### src/rtl/sar_ctrl.sv
// Successive-approximation controller: drives MSB-first trial codes to a DAC,
// strobes the comparator once per bit and assembles the NBIT result.
module sar_ctrl #(
  parameter int NBIT   = 8,
  parameter int SETTLE = 2
) (
  input  logic            clk,
  input  logic            rst_n,
  input  logic            start,
  input  logic            cmp_out,
  output logic [NBIT-1:0] dac_code,
  output logic            cmp_trig,
  output logic            busy,
  output logic            done,
  output logic [NBIT-1:0] result
);

  localparam int PW = $clog2(NBIT);
  localparam int CW = (SETTLE > 1) ? $clog2(SETTLE) : 1;

  typedef enum logic [1:0] {
    S_IDLE,
    S_SETTLE,
    S_TRIG,
    S_SAMPLE
  } state_t;

  state_t          r_state, w_state;
  logic [NBIT-1:0] r_acc, w_acc;
  logic [PW-1:0]   r_ptr, w_ptr;
  logic [CW-1:0]   r_cnt, w_cnt;
  logic [NBIT-1:0] r_dac, w_dac;
  logic [NBIT-1:0] r_result, w_result;
  logic            r_trig, w_trig;
  logic            r_busy, w_busy;
  logic            r_done, w_done;
  logic [NBIT-1:0] w_bit;
  logic [NBIT-1:0] w_bit_dn;
  logic [NBIT-1:0] w_resolved;

  // One-hot masks for the bit under test and the next lower bit.
  assign w_bit    = {{(NBIT-1){1'b0}}, 1'b1} << r_ptr;
  assign w_bit_dn = {{(NBIT-1){1'b0}}, 1'b1} << (r_ptr - 1'b1);

  always_ff @(posedge clk or negedge rst_n) begin
    if (!rst_n) begin
      r_state  <= S_IDLE;
      r_acc    <= '0;
      r_ptr    <= '0;
      r_cnt    <= '0;
      r_dac    <= '0;
      r_result <= '0;
      r_trig   <= 1'b0;
      r_busy   <= 1'b0;
      r_done   <= 1'b0;
    end else begin
      r_state  <= w_state;
      r_acc    <= w_acc;
      r_ptr    <= w_ptr;
      r_cnt    <= w_cnt;
      r_dac    <= w_dac;
      r_result <= w_result;
      r_trig   <= w_trig;
      r_busy   <= w_busy;
      r_done   <= w_done;
    end
  end

  always_comb begin
    w_state    = r_state;
    w_acc      = r_acc;
    w_ptr      = r_ptr;
    w_cnt      = r_cnt;
    w_dac      = r_dac;
    w_result   = r_result;
    w_trig     = 1'b0;
    w_busy     = r_busy;
    w_done     = 1'b0;
    w_resolved = r_acc;
    case (r_state)
      S_IDLE: begin
        if (start) begin
          w_state = S_SETTLE;
          w_acc   = '0;
          w_ptr   = PW'(NBIT - 1);
          w_cnt   = '0;
          w_dac   = {1'b1, {(NBIT-1){1'b0}}};
          w_busy  = 1'b1;
        end
      end
      S_SETTLE: begin
        if (r_cnt == CW'(SETTLE - 1)) begin
          w_state = S_TRIG;
          w_trig  = 1'b1;
        end else begin
          w_cnt = r_cnt + 1'b1;
        end
      end
      S_TRIG: begin
        w_state = S_SAMPLE;
      end
      S_SAMPLE: begin
        // cmp_out is only looked at here so an undefined level elsewhere stays contained.
        w_resolved = cmp_out ? (r_acc | w_bit) : r_acc;
        w_acc      = w_resolved;
        if (r_ptr != '0) begin
          w_state = S_SETTLE;
          w_ptr   = r_ptr - 1'b1;
          w_cnt   = '0;
          w_dac   = w_resolved | w_bit_dn;
        end else begin
          w_state  = S_IDLE;
          w_result = w_resolved;
          w_dac    = w_resolved;
          w_done   = 1'b1;
          w_busy   = 1'b0;
        end
      end
      default: begin
        w_state = S_IDLE;
      end
    endcase
  end

  assign dac_code = r_dac;
  assign cmp_trig = r_trig;
  assign busy     = r_busy;
  assign done     = r_done;
  assign result   = r_result;

endmodule

### config.mk
export PLATFORM = sky130hd
export DESIGN_NAME = sar_ctrl
export DESIGN_NICKNAME = d
export VERILOG_FILES = /design/src/rtl/sar_ctrl.sv
export SDC_FILE = /design/constraint.sdc
export NUM_CORES = 1
export LEC_CHECK = 0
export BUFFER_PORTS_ARGS = -buffer_cell sky130_fd_sc_hd__buf_4
export CAP_MARGIN = 10
export CORE_ASPECT_RATIO = 1.1
export CORE_MARGIN = 3
export CORE_UTILIZATION = 35
export DETAILED_ROUTE_END_ITERATION = 10
export SLEW_MARGIN = 20
export SYNTH_ARGS = -nofsm -noshare
export SYNTH_HDL_FRONTEND = slang
export SYNTH_SLANG_ARGS = --single-unit
### constraint.sdc
create_clock -name clk -period 3.2 [get_ports clk]
set_input_delay 0.64 -clock clk [delete_from_list [all_inputs] [get_ports clk]]
set_output_delay 0.64 -clock clk [all_outputs]
set_load 0.02 [all_outputs]
Word-level counts from Yosys, hierarchy flattened
Cells that the tools add are included.
{ "totals": {"elab_cells": 57, "regBits": 33, "out_inout_bits": 19, "in_bits": 4} }
{ "classes": {"mux": 24, "n_shift": 2, "n_addsub": 2, "n_reduce_logical": 10, "eq_ne": 7, "bitwise_logic": 3} }
{ "op_table": {"columns": ["op", "n"], "rows": [
  ["2-to-1 mux 8 bit", 4],
  ["case mux 8 bit (2 select lines)", 2],
  ["OR 8 bit", 2],
  ["<< shifter 1 x 3 -> 8 bit (first input constant)", 2],
  ["2-to-1 mux 1 bit", 10],
  ["AND reduction 3 bit", 3],
  ["inequality test 2 bit (second input constant)", 4],
  ["case mux 2 bit (4 select lines)", 1],
  ["2-to-1 mux 3 bit", 2],
  ["case mux 3 bit (2 select lines)", 1],
  ["AND reduction 2 bit", 3],
  ["nonzero test 3 bit", 2],
  ["== test 2 bit (second input constant)", 2],
  ["2-to-1 mux 2 bit", 2],
  ["case mux 1 bit (3 select lines)", 1],
  ["subtractor 3 x 1 -> 3 bit (second input constant)", 1],
  ["== test 2 x 1 -> 1 bit (second input constant)", 1],
  ["logical NOT 2 bit", 1],
  ["case mux 1 bit (2 select lines)", 1],
  ["nonzero test 2 bit", 1],
  ["adder 1 bit (second input constant)", 1],
  ["inverter 1 bit", 1]
]} }

Depth between registers and ports, before layout
Gate-level depths: netlist of the first run.
{ "depth": {"ltp_word": 6, "depth_mapped": 9, "ltp_nobuf": 6} }

Worst setup path after synthesis of the first run
Ideal clock, no wire load.
{ "synth_path": {"kind": "register -> register", "startpoint": "register r_ptr[0]", "endpoint": "register r_cnt", "t_required_ps": 3074, "synth_period_minus_slack_ps": 1620, "n_path_buf": 1, "slack_ps": 1580, "setup_time_ps": 126, "arrival_ps": 1494, "path_stages_with_launch": 8, "cell_sequence": "dfrtp_1 > inv_1 > ha_1 > buf_2 > and2b_4 > nand2_4 > inv_1 > o311a_1"} }
{ "synth_via": {"elab_chain_len": 3} }
{ "synth_lines": {"columns": ["element", "line", "source"], "rows": [
  ["start: declaration", "30", "logic [PW-1:0] r_ptr, w_ptr;"],
  ["start signal: assignment", "59", "r_ptr <= w_ptr;"],
  ["nonzero test 3 bit", "106", "if (r_ptr != '0) begin"],
  ["inequality test 2 bit (no line)", null, null],
  ["AND reduction 3 bit (no line)", null, null],
  ["end signal: assignment", "60", "r_cnt <= w_cnt;"],
  ["end: declaration", "31", "logic [CW-1:0] r_cnt, w_cnt;"]
]} }
Every way passes these cells.
A chain may end at the register's enable or synchronous reset.

Final worst setup path of the first run
Ends and elaborated chain as after synthesis.

==> results.toml, run 1 <==
[clock_tree]
cts_resized = 0
cts_buffers = 5
ctsLongestPathBuffers = 2
cts_tree = "yes"
worstSkewPairLatency_ns = 0.29
postCtsSetupBuffers = 0
root_buffer = "clkbuf_8"
hold_buffers = 0
clk_pin_slew_ns = 0.07
clock_sink_count = 33
htree_levels = 2

[yosys]
synthSimpleGateAreaFrac = 0.139
synth.avg_cell_area_sq_um = 10.7
yosysUniqueCellTypes = 33
synth_top_family_by_area = "compound AO/OA/AOI/OAI gates"
syn-num-nets = 166
synth.yosys.seq_area_share = 0.507
netlist.area_leader.share = 0.507
synth_most_common_cell = "dfrtp_1"
synth_area_leaders = "dfrtp_1 (51%), ha_1 (7.7%), o21ai_0 (4.3%), a21oi_1 (3.7%), a221o_1 (3.7%)"
synthXorXnorAreaFrac = 0
synthArstFlopShare = 1.00
syn-cell-area_sq_um = 1630
yosys_register_bits = 33
ys.flop_type = "dfrtp_1"
yosys.area_share.adder = 0.0768
synthMuxAreaShare = 0.0131
synth_compound_area_frac = 0.215
synth_area_leader_cell = "dfrtp_1"
synthCells = 152
synth_warnings = 0
synth_edf_count = 0
synth_common_cells = "dfrtp_1 (33), o21ai_0 (14), nand2_1 (13)"

[placement]
dpl.hpwl_mm = 2.56
placed_cells = 221
io_buffers = 22
gp_congestion = 0.793

[sta]
final.period_utilization = 0.582
slew_viol_final = 0
worst_slew_margin_rel = 0.665
holdWs_ns = 0.285
finalHoldViolCount = 0
period_needed_ns = 1.86
max_freq_mhz = 537
tightest_slew_ns = 0.502
setup_violations = 0
finClkSkew_ns = 0.00568
setup_tns_ns = 0
rsz0062_at_grt = "false"

[final_layout]
fin_nets = 188
antenna_cells = 0
final_cell_count_no_fill = 229
post-route-util = 0.440
area_growth_pct = 18.4
fill_cells = 430
drive_above_1_share = 0.263

[global_route]
grt.total_usage = 0.138
grt_pass1_wl_mm = 5.97
grt_max_degree = 34
grtUsageMet2 = 0.212
grt_overflow = 0
grtUsageMet1 = 0.165
grt_pass1_vias = 1239
antenna_found_initial = 0
grt_busiest_layer = "met2"
gr-usage-met3 = 0.0466

[critical_path]
crit_chain = "inv_1, ha_1, and2b_4, nand2_4, inv_1, o311a_1"
cp.arrival_ns = 2.04
required_ns = 3.37
cp_max_fo = 18
worst_setup_path_end_kind = "flip-flop"
cp_num_buf_inv = 2
start_kind = "flip-flop"
worst-setup-path-type = "flip-flop to flip-flop"
cpPeakStageDelay_ns = 0.46
path_delay_family = "flip-flops"
crit_path_top_delay_cell = "dfrtp_1"
path_common_cell = "inv_1"

[routing]
antenna_left = 0
firstDrtPassIters = 4
wirelength_mm = 3.55
drt-initial-drc-count = 34
post_drt_via_cell_ratio = 5.34
vias = 1224
wl_per_cell_um = 15.5
drc_errors = 0

[power]
p_switching_uw = 869
p_sw_frac = 0.408
p_clk_frac = 0.192
pwr-share-seq = 0.340
leakage_uw = 0.000947
combPwrFrac = 0.468
ir_worst_vdd_v = 0.000406
p_int_uw = 1260
finalPower_uw = 2130
power.density_nw_per_um2 = 1100

[floorplan]
die-area_sq_um = 5510
die_width_um = 71.1
core-area_sq_um = 4380
initial_utilization = 0.372
die_h_um = 77.6
pin_count = 23
rows = 25

[hold_path]
min_path_type = "input port to asynchronous set/reset pin"

[run]
drv_cap = 0

[run_status]
outcome = "finished, final reports clean"
cell families after synthesis:
kind of cell             Yosys count
multiplexers                       2
buffers and inverters             14
flip-flops                        33
AND/OR/NAND/NOR                   41
adder cells (fa/ha/maj)           10
AO/OA/AOI/OAI                     52
cell usage in the layout, fill, tap and decap left out, types with 2 or more instances in the layout:
cell      synthesis  layout
o21ai_0          14      14
ha_1             10      10
nor2_1            8       8
a21oi_1          12      12
nor3_1            2       2
nand2_4           2       2
a21o_1            7       7
nor2b_1           2       2
nor2_2            6       6
clkbuf_8          0       6
nand2_1          13      13
nand3_1           3       3
a31oi_1           4       4
buf_4             1      22
nand2b_4          2       2
a221o_1           6       6
dfrtp_1          33      33
o21ai_2           2       2
inv_1             7       7
power by group through the flow:
stage	clock network [uW]	registers (uW)	logic (uW)
detailed placement	0	728	1000
global route	437	743	1110
global placement	0	721	985
CTS	419	722	1010
floorplan	0	794	646
finish	409	723	998
per-layer routing:
metal | wire [um] | vias to the layer above
met2 | 1640 | 36
li1 | - | 579
met3 | 194 | 13
met1 | 1580 | 596
met4 | 131 | 0
met5 | 0 | -
layout make-up:
| cell class | count | area (sq um) | share of cell area |
|---|---|---|---|
| Multi-Input combinational cell | 105 | 723 | 0.375 |
| Clock inverter | 2 | 37.5 | 0.0195 |
| Clock buffer | 6 | 82.6 | 0.0428 |
| Timing Repair Buffer | 22 | 165 | 0.0857 |
| Inverter | 7 | 26.3 | 0.0136 |
| Tap cell | 54 | 67.6 | 0.0350 |
| Sequential cell | 33 | 826 | 0.428 |
flip-flops by register name, summed over array words and instances, names as in the netlist:
register and cells:
cmp_trig 1, r_acc 8, r_state 2, r_cnt 1, r_ptr 3, result 8
dac_code 8, done 1, busy 1
worst reg2reg max path, delay by kind of cell, from the launching register on:
family          cells  cell delay, ns
compound gates      1            0.34
flops               1            0.46
simple gates        2            0.38
fa+ha+maj           1            0.34
buf+inv             2            0.23
stage by stage:
step / setup slack (ns) / cell area [sq um]
finish: 1.34 / 1930
global route: 1.20 / 1930
CTS: 1.33 / 1930
detailed placement: 1.34 / 1810
global placement: 1.42 / 1810
floorplan: 1.58 / 1630
worst paths after layout:
path                           start        end  slack [ns]  cells after the start
setup / recovery            r_ptr[0]      r_cnt        1.34                      6
max in group asynchronous      rst_n   r_acc[6]        2.61                      1
min in group clk           result[7]  result[7]        0.48                      2
hold / removal                 rst_n  result[1]        0.28                      1
hold reg to reg            result[7]  result[7]        0.48                      2
setup reg to reg            r_ptr[0]      r_cnt        1.34                      6
(Power assumes the default switching activity.)
==> run 2: changes to the inputs <==
--- a/config.mk
+++ b/config.mk
@@ -5,6 +5,7 @@
 export SDC_FILE = /design/constraint.sdc
 export NUM_CORES = 1
 export LEC_CHECK = 0
+export ABC_AREA = 1
 export BUFFER_PORTS_ARGS = -buffer_cell sky130_fd_sc_hd__buf_4
 export CAP_MARGIN = 10
 export CORE_ASPECT_RATIO = 1.1
==> constraint.sdc (replaced) <==
create_clock -name clk -period 1.6 [get_ports clk]
set_input_delay 0.32 -clock clk [delete_from_list [all_inputs] [get_ports clk]]
set_output_delay 0.32 -clock clk [all_outputs]
set_load 0.02 [all_outputs]
==> run 2 against run 1 <==
Effect of this change:
- first-iteration DRC count grew 110%
- count of clock-buffer cells in the layout did not move
- synthesized area increased by 0.38%
- cell area is 6.4% higher
- sequential share of layout area is 2.6 points lower
- final cell count rose by 28%
- highest routed layer unchanged
==> results.toml, run 2 <==
[routing]
wirelength_mm = 3.43
antenna_left = 0
wl_per_cell_um = 11.7
firstDrtPassIters = 4
vias = 1304
post_drt_via_cell_ratio = 4.47
drc_errors = 0
drt-initial-drc-count = 73

[hold_path]
hold_path_end = "result[0]"
hold_depth = 5
worstHoldStart = "cmp_out"
min_path_type = "input port to flip-flop"

[power]
power.density_nw_per_um2 = 1880
leakage_uw = 0.00108
ir_worst_vdd_v = 0.000510

[placement]
placed_cells = 282
io_buffers = 22
pre_cts_slack_ns = 0.0219
gp_congestion = 0.804
dpl.hpwl_mm = 2.59

[yosys]
synth_common_cells = "nand2_1 (65), dfrtp_1 (33), inv_1 (27)"
synth_top_family_by_area = "simple AND/OR/NAND/NOR gates"
synth_most_common_cell = "nand2_1"
yosys_register_bits = 33
synth_area_leaders = "dfrtp_1 (50%), nand2_1 (15%), ha_1 (7.7%), nand3_1 (6.4%), inv_1 (6.2%)"
synth_compound_area_frac = 0.0727
netlist.area_leader.share = 0.505
yosys.area_share.adder = 0.0765
synth_area_leader_cell = "dfrtp_1"
synthSimpleGateAreaFrac = 0.259
syn-num-nets = 211
synthArstFlopShare = 1.00
ys.flop_type = "dfrtp_1"
synthXorXnorAreaFrac = 0
syn-cell-area_sq_um = 1640
synth.avg_cell_area_sq_um = 8.30
synth.yosys.seq_area_share = 0.505
yosysUniqueCellTypes = 18
synthCells = 197
synth_edf_count = 0
synthMuxAreaShare = 0.00612
synth_warnings = 0

[floorplan]
core-area_sq_um = 4410
rows = 25
initial_utilization = 0.371
die_width_um = 71.2
die_h_um = 77.7
pin_count = 23
die-area_sq_um = 5530

[global_route]
grt_max_degree = 34
grt_pass1_vias = 1327
grt_overflow = 0
grt_pass1_wl_mm = 6.27
antenna_found_initial = 0
grt.total_usage = 0.143

[clock_tree]
worstSkewPairLatency_ns = 0.28
clock_sink_count = 33
cts_buffers = 5
cts_tree = "yes"
clk_pin_slew_ns = 0.07
ctsLongestPathBuffers = 2
root_buffer = "clkbuf_8"
htree_levels = 2

[sta]
setup_violations = 0
final.period_utilization = 0.919
setup_tns_ns = 0
tightest_slew_ns = 0.419
period_needed_ns = 1.47
finalHoldViolCount = 0
finClkSkew_ns = 0.00724
fin_ws_ns = 0.129
slew_viol_final = 0
rsz0062_at_grt = "false"
max_freq_mhz = 680
worst_slew_margin_rel = 0.721

[critical_path]
cp.arrival_ns = 1.65
r2r_start = "r_ptr[1]"
r2r_slack_ns = 0.13
required_ns = 1.78
worst_setup_path_end_kind = "flip-flop"
cp_max_fo = 8
r2r_cells = 8
r2r-end = "result[0]"
worst-setup-path-type = "flip-flop to flip-flop"
start_kind = "flip-flop"

[run_status]
outcome = "finished, final reports clean"

[final_layout]
fin_nets = 251
area_growth_pct = 25.5
final_common_cell = "nand2_1"
post-route-util = 0.465
mostFrequentLayoutCells = "nand2_1 (64), buf_4 (35), dfrtp_1 (33), inv_1 (27), nand3_1 (21)"
drive_above_1_share = 0.214
antenna_cells = 0
final_cell_count_no_fill = 292

[run]
drv_cap = 0
[run 2: changes by cell type in the layout (fill, tap and decap cells not counted), sizes merged, moves of 3 or more]
cell / delta
a31oi: -4
nor2: -3
nand2: +53
nand3: +18
a21oi: -10
a21o: -7
buf: +13
inv: +20
a221o: -6
[run 2: area by class of cell]
cell class / count / area, sq um
well taps: 54 / 67.6
flip-flops and latches: 33 / 826
fillers: 439 / 2360
clock inverters: 2 / 10.0
inverters: 28 / 109
repair buffers: 36 / 273
multi-input cells: 133 / 694
clock buffers: 6 / 72.6
[run 2: kinds of logic (layout without fill, tap and decap cells)]
logic type / Yosys count / in the layout
adder cells (fa/ha/maj): 10 / 10
buffers and inverters: 31 / 72
multiplexers: 1 / 1
AND/OR/NAND/NOR: 101 / 101
AO/OA/AOI/OAI: 21 / 21
flip-flops: 33 / 33
[run 2: critical path, stage by stage (launching register included)]
cell and delay [ns]:
dfrtp_1 0.34, inv_1 0.07, ha_1 0.19, inv_1 0.11
nor2_4 0.04, nand2_1 0.21, clkinvlp_4 0.24, nand2_1 0.11
nand2_1 0.05
[run 2: worst max path at each step]
stage | start | to | slack [ns] | cells after the start
after detailed placement | r_state[0] | r_ptr[1] | 0.02 | 7
final | r_ptr[1] | result[0] | 0.13 | 8
after CTS | r_state[0] | r_ptr[1] | 0.02 | 7
after global routing | r_ptr[1] | result[4] | 0.001 | 8
after global placement | r_state[0] | r_ptr[1] | 0.04 | 7
after floorplan | r_ptr[0] | r_ptr[1] | 0.19 | 8
[run 2: power by group]
group	total (uW)	switching (uW)	internal, uW
logic	1930	1150	776
registers	1320	176	1150
clock network	599	298	301
[run 2: layer usage]
| metal | global-route usage | up-vias | share of wire |
|---|---|---|---|
| met5 | 0 | - | 0 |
| met4 | 0.0508 | 0 | 0.0090 |
| met3 | 0.0363 | 4 | 0.035 |
| met2 | 0.230 | 20 | 0.48 |
| met1 | 0.185 | 586 | 0.48 |
| li1 | - | 694 | - |
[run 2: stage by stage]
| step | hold WS [ns] | total power [uW] | cell area (sq um) |
|---|---|---|---|
| floorplan | 0.0244 | 2560 | 1640 |
| global placement | 0.287 | 3210 | 1930 |
| detailed placement | 0.290 | 3210 | 1930 |
| CTS | 0.402 | 3840 | 2020 |
| global route | 0.435 | 4240 | 2050 |
| finish | 0.409 | 3850 | 2050 |
[run 2: timing repair]
action                                 4_1_cts  5_1_grt
buffers inserted                             0        1
gates resized for setup                      0        5
endpoints found under the hold margin       33        0
setup endpoints to repair                    0       16
hold buffers                                 1        0
==> run 3: changes to the inputs <==
--- a/config.mk
+++ b/config.mk
@@ -8,7 +8,6 @@
 export ABC_AREA = 1
 export BUFFER_PORTS_ARGS = -buffer_cell sky130_fd_sc_hd__buf_4
 export CAP_MARGIN = 10
-export CORE_ASPECT_RATIO = 1.1
 export CORE_MARGIN = 3
 export CORE_UTILIZATION = 35
 export DETAILED_ROUTE_END_ITERATION = 10
==> run 3 against run 2 <==
Effect of this change:
- final cell count down 1.7%
- combinational power hardly changed
- clock skew down 0.0039 ns
- maximum frequency rose by 0.41%
- global-route usage is 0.86 points higher
- die area hardly changed
- sequential power about the same
- critical path type unchanged
- largest cell class unchanged
- highest routed layer unchanged
==> results.toml, run 3 (synthesized netlist as in run 2, its figures left out) <==
[global_route]
grt_busiest_layer = "met2"
grt_pass1_vias = 1292
grt_max_degree = 34
grtUsageMet2 = 0.241
gr-usage-met3 = 0.0419
grtUsageMet1 = 0.199
grt_pass1_wl_mm = 6.19
grt.total_usage = 0.152
grt_overflow = 0
antenna_found_initial = 0

[clock_tree]
worstSkewPairLatency_ns = 0.28
cts_buffers = 5
postCtsSetupBuffers = 0
cts_tree = "yes"
htree_levels = 2
clock_sink_count = 33
ctsLongestPathBuffers = 2
clk_pin_slew_ns = 0.07
root_buffer = "clkbuf_8"

[sta]
max_freq_mhz = 683
finalHoldViolCount = 0
setup_violations = 0
final.period_utilization = 0.916
period_needed_ns = 1.46
worst_slew_margin_rel = 0.721
fin_ws_ns = 0.135
slew_viol_final = 0
finClkSkew_ns = 0.00338
rsz0062_at_grt = "false"
tightest_slew_ns = 0.419

[critical_path]
r2r_cells = 8
crit_path_top_delay_cell = "dfrtp_1"
required_ns = 1.77
worst-setup-path-type = "flip-flop to flip-flop"
cp.arrival_ns = 1.64
cp_max_fo = 6
start_kind = "flip-flop"
path_common_cell = "inv_1"
cpPeakStageDelay_ns = 0.34
crit_chain = "inv_1, ha_1, inv_1, nor2_4, buf_4, nor2_1, nand2_1, and2_1"
worst_setup_path_end_kind = "flip-flop"

[routing]
firstDrtPassIters = 4
wl_per_cell_um = 12.6
post_drt_via_cell_ratio = 4.55
drt-initial-drc-count = 55
drc_errors = 0
antenna_left = 0
vias = 1306
wirelength_mm = 3.61

[final_layout]
antenna_cells = 0
fin_nets = 248
area_growth_pct = 26.2
drive_above_1_share = 0.213
final_common_cell = "nand2_1"
fill_cells = 435
mostFrequentLayoutCells = "nand2_1 (63), dfrtp_1 (32), buf_4 (32), inv_1 (27), nand3_1 (21)"
finish.instance_area_sq_um = 2060

[floorplan]
die_h_um = 74.4
pin_count = 23
initial_utilization = 0.368
die-area_sq_um = 5530
rows = 24
core-area_sq_um = 4440
die_width_um = 74.4

[placement]
dpl.hpwl_mm = 2.65
gp_congestion = 0.893
io_buffers = 22
placed_area_sq_um = 1910
pre_cts_slack_ns = -0.0165

[hold_path]
hold_depth = 5
min_path_type = "input port to flip-flop"

[power]
power.density_nw_per_um2 = 1960
ir_worst_vdd_v = 0.000775
leakage_uw = 0.00108

[run_status]
outcome = "finished, final reports clean"

[run]
drv_cap = 0
==> run 3: routing by layer <==
layer,wire [um],vias to the layer above
li1,-,682
met4,43,0
met2,1690,18
met3,127,4
met1,1740,602
met5,0,-
==> run 3: what timing repair did <==
item,CTS,global route
resized for setup,1,6
hold endpoints to repair,33,0
hold buffers,1,0
setup endpoints to repair,1,17
==> run 3: report_power, final <==
part | internal [uW] | switching (uW) | total, uW
Combinational | 743 | 1160 | 1900
Sequential | 1150 | 192 | 1340
Clock | 508 | 304 | 811
==> run 3: cell type report <==
class	count	area [sq um]	share of cell area
clock buffers	7	86.3	0.0418
clock inverters	1	30.0	0.0145
inverters	28	109	0.0527
multi-input cells	133	697	0.338
flip-flops and latches	33	827	0.401
well taps	52	65.1	0.0315
repair buffers	33	250	0.121
==> run 3: path summary, 6_finish.rpt <==
| kind | startpoint | endpoint | slack [ns] |
|---|---|---|---|
| setup / recovery | r_ptr[0] | r_ptr[1] | 0.14 |
| hold / removal | cmp_out | result[0] | 0.42 |
| setup reg to reg | r_ptr[0] | r_ptr[1] | 0.14 |
| hold reg to reg | result[5] | result[5] | 0.48 |
| max in group asynchronous | rst_n | r_state[0] | 0.78 |
| min in group asynchronous | rst_n | cmp_trig | 0.50 |
==> run 3: worst max-delay path, delay by kind of cell (launching register included) <==
family        cells  cell delay [ns]
fa+ha+maj         1             0.24
flops             1             0.34
buf+inv           3             0.38
simple gates      4             0.38
==> run 3: per-stage QoR <==
stage,hold slack (ns),std cells,util,TNS [ns],power (uW)
2_1_floorplan,0.0244,197,-,0,2560
3_3_place_gp,0.294,278,0.430,-0.00853,3210
3_5_place_dp,0.293,278,0.430,-0.0165,3220
4_1_cts,0.418,287,0.459,0,4040
5_1_grt,0.454,287,0.465,0,4400
6_report,0.415,287,0.465,0,4050
